==> src/rtl/spi_pkg.sv <==
// spi_pkg: state encoding and elaboration helpers shared by the SPI bit engines
package spi_pkg;

    typedef enum logic [2:0] {
        ST_IDLE  = 3'd0,
        ST_SETUP = 3'd1,
        ST_FETCH = 3'd2,
        ST_WAIT  = 3'd3,
        ST_LOW   = 3'd4,
        ST_HIGH  = 3'd5,
        ST_HOLD  = 3'd6
    } state_e;

    function automatic int clog2(input int v);
        int r;
        r = 0;
        for (int i = 0; i < 31; i++)
            if ((32'sd1 <<< i) < v) r = i + 1;
        return r;
    endfunction

    function automatic int max3(input int a, input int b, input int c);
        int m;
        m = (a > b) ? a : b;
        return (m > c) ? m : c;
    endfunction

endpackage

==> src/rtl/spi_phase_cnt.sv <==
// spi_phase_cnt: loadable down-counter; tc_o is high once the count reaches zero
module spi_phase_cnt #(
    parameter int W = 2
) (
    input  logic         clk,
    input  logic         rst_n,
    input  logic         load_i,
    input  logic [W-1:0] val_i,
    output logic         tc_o
);

    logic [W-1:0] cnt_q;

    always_ff @(posedge clk) begin
        if (!rst_n) cnt_q <= '0;
        else if (load_i) cnt_q <= val_i;
        else if (cnt_q != '0) cnt_q <= cnt_q - W'(1);
    end

    assign tc_o = (cnt_q == '0);

endmodule

==> src/rtl/spi_bit_tx.sv <==
// spi_bit_tx: SPI mode-0 master bit engine pulling one MOSI bit per SCLK period from a FIFO
module spi_bit_tx
    import spi_pkg::*;
#(
    parameter int CLK_DIV  = 4,
    parameter int CS_SETUP = 2,
    parameter int CS_HOLD  = 2,
    parameter int LSIZE    = 16
) (
    input  logic             clk,
    input  logic             rst_n,
    input  logic             start,
    input  logic [LSIZE-1:0] bit_len,
    output logic             busy,
    output logic             done,
    output logic             stall,
    output logic             fifo_rd_en,
    input  logic             fifo_rd_data,
    input  logic             fifo_rd_vld,
    input  logic             fifo_empty,
    output logic             spi_cs_n,
    output logic             spi_sclk,
    output logic             spi_mosi,
    input  logic             spi_miso,
    output logic             rx_bit,
    output logic             rx_vld
);

    localparam int PW = clog2(max3(CLK_DIV, CS_SETUP, CS_HOLD) + 1);

    state_e           state_q, state_d;
    logic [LSIZE-1:0] rem_q, rem_d;
    logic             cs_n_q, cs_n_d, sclk_q, sclk_d, mosi_q, mosi_d;
    logic             busy_q, busy_d, done_q, done_d, stall_q, stall_d;
    logic             rd_en_q, rd_en_d, rx_bit_q, rx_bit_d, rx_vld_q, rx_vld_d;
    logic             ph_load, ph_tc;
    logic [PW-1:0]    ph_val;

    spi_phase_cnt #(.W(PW)) u_phase (
        .clk    (clk),
        .rst_n  (rst_n),
        .load_i (ph_load),
        .val_i  (ph_val),
        .tc_o   (ph_tc)
    );

    // Every path into FETCH issues the read immediately so the FIFO latency overlaps the low phase.
    always_comb begin
        state_d  = state_q;
        rem_d    = rem_q;
        cs_n_d   = cs_n_q;
        sclk_d   = sclk_q;
        mosi_d   = mosi_q;
        busy_d   = busy_q;
        stall_d  = stall_q;
        rx_bit_d = rx_bit_q;
        done_d   = 1'b0;
        rd_en_d  = 1'b0;
        rx_vld_d = 1'b0;
        ph_load  = 1'b0;
        ph_val   = '0;
        case (state_q)
            ST_IDLE: if (start && !done_q) begin
                if (bit_len == '0) done_d = 1'b1;
                else begin
                    state_d = ST_SETUP;
                    rem_d   = bit_len;
                    cs_n_d  = 1'b0;
                    busy_d  = 1'b1;
                    ph_load = 1'b1;
                    ph_val  = PW'(CS_SETUP - 1);
                end
            end
            ST_SETUP: if (ph_tc) begin
                state_d = ST_FETCH;
                rd_en_d = !fifo_empty;
                stall_d = fifo_empty;
            end
            ST_FETCH: if (!rd_en_q) begin
                rd_en_d = !fifo_empty;
                stall_d = fifo_empty;
            end else state_d = ST_WAIT;
            ST_WAIT: if (fifo_rd_vld) begin
                state_d = ST_LOW;
                mosi_d  = fifo_rd_data;
                ph_load = 1'b1;
                ph_val  = PW'(CLK_DIV - 1);
            end else begin
                state_d = ST_FETCH;
                rd_en_d = !fifo_empty;
                stall_d = fifo_empty;
            end
            ST_LOW: if (ph_tc) begin
                state_d  = ST_HIGH;
                sclk_d   = 1'b1;
                rx_bit_d = spi_miso;
                rx_vld_d = 1'b1;
                rem_d    = rem_q - LSIZE'(1);
                ph_load  = 1'b1;
                ph_val   = PW'(CLK_DIV - 1);
            end
            ST_HIGH: if (ph_tc) begin
                sclk_d = 1'b0;
                if (rem_q != '0) begin
                    state_d = ST_FETCH;
                    rd_en_d = !fifo_empty;
                    stall_d = fifo_empty;
                end else begin
                    state_d = ST_HOLD;
                    ph_load = 1'b1;
                    ph_val  = PW'(CS_HOLD - 1);
                end
            end
            ST_HOLD: if (ph_tc) begin
                state_d  = ST_IDLE;
                cs_n_d   = 1'b1;
                busy_d   = 1'b0;
                done_d   = 1'b1;
                mosi_d   = 1'b0;
                rx_bit_d = 1'b0;
            end
            default: state_d = ST_IDLE;
        endcase
    end

    always_ff @(posedge clk) begin
        if (!rst_n) begin
            state_q  <= ST_IDLE;
            rem_q    <= '0;
            cs_n_q   <= 1'b1;
            sclk_q   <= 1'b0;
            mosi_q   <= 1'b0;
            busy_q   <= 1'b0;
            done_q   <= 1'b0;
            stall_q  <= 1'b0;
            rd_en_q  <= 1'b0;
            rx_bit_q <= 1'b0;
            rx_vld_q <= 1'b0;
        end else begin
            state_q  <= state_d;
            rem_q    <= rem_d;
            cs_n_q   <= cs_n_d;
            sclk_q   <= sclk_d;
            mosi_q   <= mosi_d;
            busy_q   <= busy_d;
            done_q   <= done_d;
            stall_q  <= stall_d;
            rd_en_q  <= rd_en_d;
            rx_bit_q <= rx_bit_d;
            rx_vld_q <= rx_vld_d;
        end
    end

    assign busy       = busy_q;
    assign done       = done_q;
    assign stall      = stall_q;
    assign fifo_rd_en = rd_en_q;
    assign spi_cs_n   = cs_n_q;
    assign spi_sclk   = sclk_q;
    assign spi_mosi   = mosi_q;
    assign rx_bit     = rx_bit_q;
    assign rx_vld     = rx_vld_q;

endmodule

==> config.mk <==
export PLATFORM = sky130hd
export DESIGN_NAME = spi_bit_tx
export DESIGN_NICKNAME = d
export VERILOG_FILES = /design/src/rtl/spi_pkg.sv /design/src/rtl/spi_phase_cnt.sv /design/src/rtl/spi_bit_tx.sv
export SDC_FILE = /design/constraint.sdc
export NUM_CORES = 1
export LEC_CHECK = 0
export ABC_AREA = 1
export BUFFER_PORTS_ARGS = -buffer_cell sky130_fd_sc_hd__buf_2
export CAP_MARGIN = 20
export CORE_UTILIZATION = 51
export DETAILED_ROUTE_END_ITERATION = 7
export PLACE_DENSITY = 0.81
export SYNTH_ARGS = -nofsm -noshare
export SYNTH_HDL_FRONTEND = slang
export SYNTH_SLANG_ARGS = --single-unit
==> constraint.sdc <==
create_clock -name clk -period 1.6 [get_ports clk]
set_clock_uncertainty 0.2 [all_clocks]
set_input_delay 0 -clock clk [delete_from_list [all_inputs] [get_ports clk]]
set_output_delay 0 -clock clk [all_outputs]
set_load 0.005 [all_outputs]
[Word level (Yosys, flattened, before mapping)]
Index checks and enable logic that the tools add are counted.
Storage, ports and cells
  input port bits: 23
  output and inout port bits: 9
  register bits after elaboration: 31
Operators by class
  reduce and logical (&&, ||, !) cells: 23
  equality and inequality tests: 17
  $add $sub $neg: 2
  muxes and demuxes: 58
Operators with widths (number)
  $mux 16: 3
  $mux 3: 11
  $pmux 16 s2: 1
  $mux 1: 30
  $ne 2x2->1 const B: 11
  $pmux 3 s7: 1
  $logic_not 16->1: 1
  $reduce_bool 16->1: 1
  $sub 16x1->16 const B: 1
  $pmux 1 s2: 6
  $pmux 1 s4: 3
  $reduce_bool 2->1: 6
  $eq 3x3->1 const B: 3
  $reduce_and 3->1: 3
  $pmux 2 s4: 1
  $reduce_and 4->1: 2
  $reduce_and 7->1: 1
  $eq 3x2->1 const B: 2
  $logic_not 3->1: 2
  $reduce_and 6->1: 1
  $mux 2: 2
  $reduce_bool 4->1: 1
  $eq 3x1->1 const B: 1
  $reduce_bool 3->1: 1
  4 further kinds: 5

[Longest topological paths before layout]
  word-level depth: 5
  gate-level depth with buffers: 12
  mapped depth without buffers: 12

[Modules after synthesis]
From an unflattened synthesis, not the netlist that was laid out.
Unflattened totals
  cells, all modules: 347
  area total of the unflattened synthesis: 2030.7 µm²
By module, submodules not included
  spi_bit_tx: instances 1, cells an instance 318, area each 1830.5 µm², sequential area each 560.5 µm²
  spi_phase_cnt: instances 1, cells an instance 29, area each 200.2 µm², sequential area each 60.1 µm²

[Worst setup path after synthesis]
Ideal clock, no wire load.
  kind: register to register
  start point: register u_phase.cnt_q[0]
  end point: register rem_q[14]
  data required time: 1330 ps
  setup time: 70 ps
  stages on the path, launching flop included: 12
  path slack: -110 ps
  arrival time: 1440 ps
  path through: dfxtp_1 inv_1 ha_1 inv_1 nor2_2 inv_2 nand2_1 nand2_2 a21oi_4 buf_6 nand3_1 a21oi_1
Between the ends
  longest elaborated chain between the ends: 3
Ends and longest elaborated chain
  from (decl): RTL line spi_phase_cnt.sv:12  | logic [W-1:0] cnt_q;
  from (signal assigned): RTL line spi_phase_cnt.sv:16  | else if (load_i) cnt_q <= val_i;
  from (signal assigned): RTL line spi_phase_cnt.sv:17  | else if (cnt_q != '0) cnt_q <= cnt_q - W'(1);
  $logic_not 3->1: RTL line spi_phase_cnt.sv:20  | assign tc_o = (cnt_q == '0);
  $ne 2x2->1 (no source line)
  $reduce_and 4->1 (no source line)
  to (signal assigned): RTL line spi_bit_tx.sv:141  | rem_q <= rem_d;
  to (decl): RTL line spi_bit_tx.sv:32  | logic [LSIZE-1:0] rem_q, rem_d;
Every way passes these cells.
A chain may end at the register's enable or synchronous reset.

[Worst setup path in the final report]
  start point: register state_q[0]
  end point: register rem_q[11]
Between the ends
  longest elaborated chain between the ends: 3
Ends and longest elaborated chain
  from (decl): RTL line spi_bit_tx.sv:31  | state_e state_q, state_d;
  from (signal assigned): RTL line spi_bit_tx.sv:140  | state_q <= state_d;
  $eq 3x3->1 or $logic_not 3->1 (tied branches): RTL line spi_bit_tx.sv:62  | case (state_q)
  $ne 2x2->1 (no source line) or $reduce_bool 2->1 (tied branches)
  $reduce_and 4->1 (no source line)
Several ways; a longest one is shown, not always the timed one.

==> results by stage <==
Drt:
- The first detailed-routing pass ran for 6 iterations.
- The per-cell routed wire length is 20.1 um.
- The overall via count from detail_route is approximately 3000.
- The post-detailed-routing wire length is 9.36 mm.
- The number of design-rule violations left by the first detailed-router iteration is 617.
- For this run, design rule violations remaining after detail routing come to 0.
- The routed via count divided by cell count is around 6.5.
- The number of routed nets with antenna violations is 0.

Critical path:
- The most frequent cell on the critical path is sky130_fd_sc_hd__nand2_2.
- STA classifies the critical path startpoint as a register.
- The startpoint of the worst-slack reg-to-reg timing path is state_q[0]$_SDFFE_PN0P_.
- The worst setup path category is reg2reg.
- The endpoint identified for the worst register-to-register timing path is rem_q[11]$_SDFFE_PN0P_.
- The worst endpoint data arrival time is between 1.5 and 2 ns.
- The required time reported for the critical path endpoint is between 1.5 and 2 ns.
- The critical path goes through inv_2 > nand2_4 > nor2_4 > nand2_2 > nand2_2 > buf_4 > nand3_1 > nand2_1 > a21oi_2.
- STA classifies the critical path endpoint as a register.
- Along the worst path, the maximum fanout reaches 5.
- Broken down by cell family, the worst path's largest delay share belongs to simple AND/OR/NAND/NOR gates.
- The worst-case register-to-register setup slack is -0.34 ns.
- For this design, the slowest cell found on the critical path is sky130_fd_sc_hd__dfxtp_1.
- The critical path contains buffers and inverters numbering 2 combined.
- The biggest cell delay along the critical path is ~0.33 ns.
- Counting cells, the worst reg-to-reg path comes to 9.

Power:
- Of the total power, the share spent switching nets is between 50% and 60%.
- The power density over cell area is 2300 nW/um^2.
- The worst-case vdd ir drop is roughly 0.0015 V.
- The relative contribution of the clock network to total power is 9.3%.
- The share of total power dissipated in sequential elements is 18.9%.
- In this run, the combinational gates consume 71.8% of the power.
- In this run the static leakage power is 1.44 nW.
- The total chip power is 7.22 mW.
- The internal power is 3.49 mW.
- In this run the power spent charging and discharging nets is roughly 3.7 mW.

Cells and area:
- The most flop-heavy register is rem_q.
- Counting the fill cells in the layout gives 193.
- Measured on the finished design, the core utilization comes to 85.7%.
- The largest registers in the layout are rem_q: 16 flops, state_q: 3 flops, u_phase.cnt_q: 3 flops.
- The share of cells above drive strength 1 is 40.0%.
- The non-filler instance count after layout is 466.
- The antenna diode instance count is 0.
- Across the whole layout, storage elements account for around 630 sq um.
- The register with the most flip-flops in the layout has 16 of them.
- Compared with the post-synthesis result, the final layout area differs by 60.4%.
- The finished cells cover 3140 sq um.
- The area taken by multi-input logic gates is ~1400 sq um.
- The number of nets at the end of the flow is 445.

Placed design:
- The final estimated routing congestion in global placement is ~0.9.
- OpenSTA, run right after detailed placement, puts the worst setup slack at -0.138 ns.
- Detailed placement ended at an HPWL of 3.78 mm.
- After detailed placement, the total cell area comes to 2430 sq um.
- The total instance count after detailed placement is 424.
- Port buffering added 31 buffers.

Global routing:
- The global routing usage summed across all routing layers is 35.3%.
- The via count of the first global-routing pass came to between 2000 and 2500.
- The wire length of the first global-routing pass is about 11 mm.
- The initial antenna violation count came to 0.
- The total congestion overflow is 0.
- Entering global routing, the biggest net connects 16 pins.

Synth:
- The count of flip-flops with a built-in enable after synthesis is 0.
- The cell with the most instances after synthesis is sky130_fd_sc_hd__nand2_1.
- The number of unique standard cell types used by synthesis is 29.
- For this run, the number of Yosys warnings is 0.
- The dominant register cell in the synthesized netlist is sky130_fd_sc_hd__dfxtp_1.
- The commonest cells after synthesis are sky130_fd_sc_hd__nand2_1 (89), sky130_fd_sc_hd__nor2_1 (57), sky130_fd_sc_hd__dfxtp_1 (31).
- The number of nets in the synthesized netlist is about 350.
- Summing every instance area after synthesis gives 1960 sq um.
- Yosys attributes the largest share of cell area to sky130_fd_sc_hd__dfxtp_1 (32%), sky130_fd_sc_hd__nand2_1 (17%), sky130_fd_sc_hd__nor2_1 (11%).
- In this run the biggest area consumer among cell types represents a little under a third of the synthesized area.
- Summed over all instances, the cell type with the most area after synthesis is sky130_fd_sc_hd__dfxtp_1.
- The number of cells produced by synthesis is 319.
- Each instance of the synthesized netlist takes up on average 6.13 sq um.
- The sequential share of the synthesized area is 31.7%.
- The share of async-settable or async-resettable flops after synthesis is 0%.
- In this run, synthesis produced a sequential element count of 31.

Timing:
- The hold violation count in the final report was 0.
- The worst path in the final design needs a cycle of 1.94 ns, including I/O delays and setup.
- Setup repair after global routing could not meet its margin everywhere.
- After routing, the total negative slack on setup checks comes to -3.82 ns.
- The final critical path takes up 121% of the cycle.
- Based on the critical path, the design can be clocked at up to approximately 520 MHz.
- Across all setup checks in the final design, the least slack found is -0.335 ns.
- The worst-margin pin slew is 0.678 ns.
- The number of pins with negative max-slew slack in the final report is 0.
- The worst hold margin is about 0.11 ns.
- The final setup violation count is 25.
- The worst pin sits at a relative slew slack of between 50% and 60%.

Clock network:
- The maximum number of buffers from clock root to sink is 2.
- The clock latency on the worst-skew pair is 0.30 ns.
- The clock input transition at the sequential cells of the worst setup and hold paths is 0.07 ns.
- The count of clock tree sinks is 31.
- The number of H-tree levels is 2.
- The TritonCTS clock tree is built.
- In this run, CTS created clock tree buffers numbering 5.
- In this run the clock root is driven by a sky130_fd_sc_hd__clkbuf_8.

Worst hold path:
- The worst min-delay path category is in2reg.
- The path with the worst hold slack has its endpoint at done$_SDFF_PN0_.
- The worst hold path begins at bit_len[1].
- The count of cells along the worst hold path is 7.

Die:
- The floorplan has 22 rows.
- In this run the vertical extent of the chip is 63.9 um.
- The total die area is 4090 sq um.
- The initial utilization of the core area, before any placement, comes to between 50% and 60%.
- 32 I/O pins were placed.
- The placeable core region is roughly 3700 sq um.
- From left edge to right edge, the die measures 63.9 um.

Flow run:
- The max-cap check violation count is 0.

Run status:
- The run finished, with violations left.
- The final reports fail on setup timing.
-- how the worst max path moves through the flow --
stage	from	endpoint	slack (ns)	cells past startpoint
after floorplan	u_phase.cnt_q[1]$_SDFFE_PN0P_	rem_q[14]$_SDFFE_PN0P_	-0.04	11
after global placement	u_phase.cnt_q[1]$_SDFFE_PN0P_	rem_q[0]$_SDFFE_PN0P_	-0.08	11
after detailed placement	u_phase.cnt_q[1]$_SDFFE_PN0P_	state_q[2]$_SDFFE_PN0P_	-0.14	11
after CTS	u_phase.cnt_q[1]$_SDFFE_PN0P_	rem_q[7]$_SDFFE_PN0P_	-0.09	12
after global routing	state_q[0]$_SDFFE_PN0P_	rem_q[11]$_SDFFE_PN0P_	-0.36	9
final	state_q[0]$_SDFFE_PN0P_	rem_q[11]$_SDFFE_PN0P_	-0.34	9
-- power by group through the flow --
stage	clock, mW	combinational [mW]	sequential, mW
after CTS	0.649	3.95	1.28
after global placement	0	3.18	1.28
after detailed placement	0	3.26	1.28
after floorplan	0	2.18	1.27
after global routing	0.693	5.39	1.37
final	0.671	5.18	1.37
-- worst register-to-register path: cells and delay by family (launching register included) --
family | cells | cell delay, ns
compound gates | 1 | 0.07
buf+inv | 2 | 0.27
flops | 1 | 0.33
simple gates | 6 | 0.92
-- layout make-up --
type                            instances  share of cell area [%]
Inverter                               30                    4.07
Timing Repair Buffer                   99                    25.2
Multi-Input combinational cell        251                    46.0
Sequential cell                        31                    20.0
Clock buffer                            6                    2.63
Clock inverter                          1                   0.159
Tap cell                               48                    1.91
-- cell families after synthesis --
group,Yosys count,share of synthesized area [%]
and+or+nand+nor,195,42.3
buffers and inverters,38,8.25
adders and majority gates,4,2.56
muxes,1,0.512
AOI/OAI and AO/OA,47,13.3
DFF,31,31.7
xor gates and xnor gates,3,1.34
-- per-layer routing --
layer / vias up / share of wire [%] / GRT usage (%)
met4: 0 / 7.9 / 18.5
met2: 326 / 44 / 57.4
li1: 1221 / - / -
met5: - / 0 / 0
met3: 109 / 14 / 7.68
met1: 1369 / 34 / 43.3
-- cell usage in the layout, fill, tap and decap left out, types with 4 or more instances in the layout --
cell type                        n
sky130_fd_sc_hd__a21oi_2         6
sky130_fd_sc_hd__nand2_2        19
sky130_fd_sc_hd__nor2_2         11
sky130_fd_sc_hd__dfxtp_2         6
sky130_fd_sc_hd__nor2_1         43
sky130_fd_sc_hd__buf_2          31
sky130_fd_sc_hd__nand3_2         4
sky130_fd_sc_hd__inv_2          12
sky130_fd_sc_hd__nand2_1        69
sky130_fd_sc_hd__clkbuf_8        6
sky130_fd_sc_hd__nor2_4          7
sky130_fd_sc_hd__o21ai_0        13
sky130_fd_sc_hd__nand3_1        23
sky130_fd_sc_hd__or2_2           5
sky130_fd_sc_hd__inv_1          16
sky130_fd_sc_hd__buf_4          37
sky130_fd_sc_hd__dfxtp_1        25
sky130_fd_sc_hd__a21oi_1        15
sky130_fd_sc_hd__dlygate4sd3_1  25
-- what timing repair did --
item / CTS / global route
gates resized for setup: 26 / 63
pin swaps: 9 / 12
cloned: 2 / 1
setup buffers: 5 / 3
endpoints found under the setup margin: 23 / 27
endpoints found under the hold margin: 28 / 0
hold buffers: 25 / 0
(Power assumes the default switching activity.)
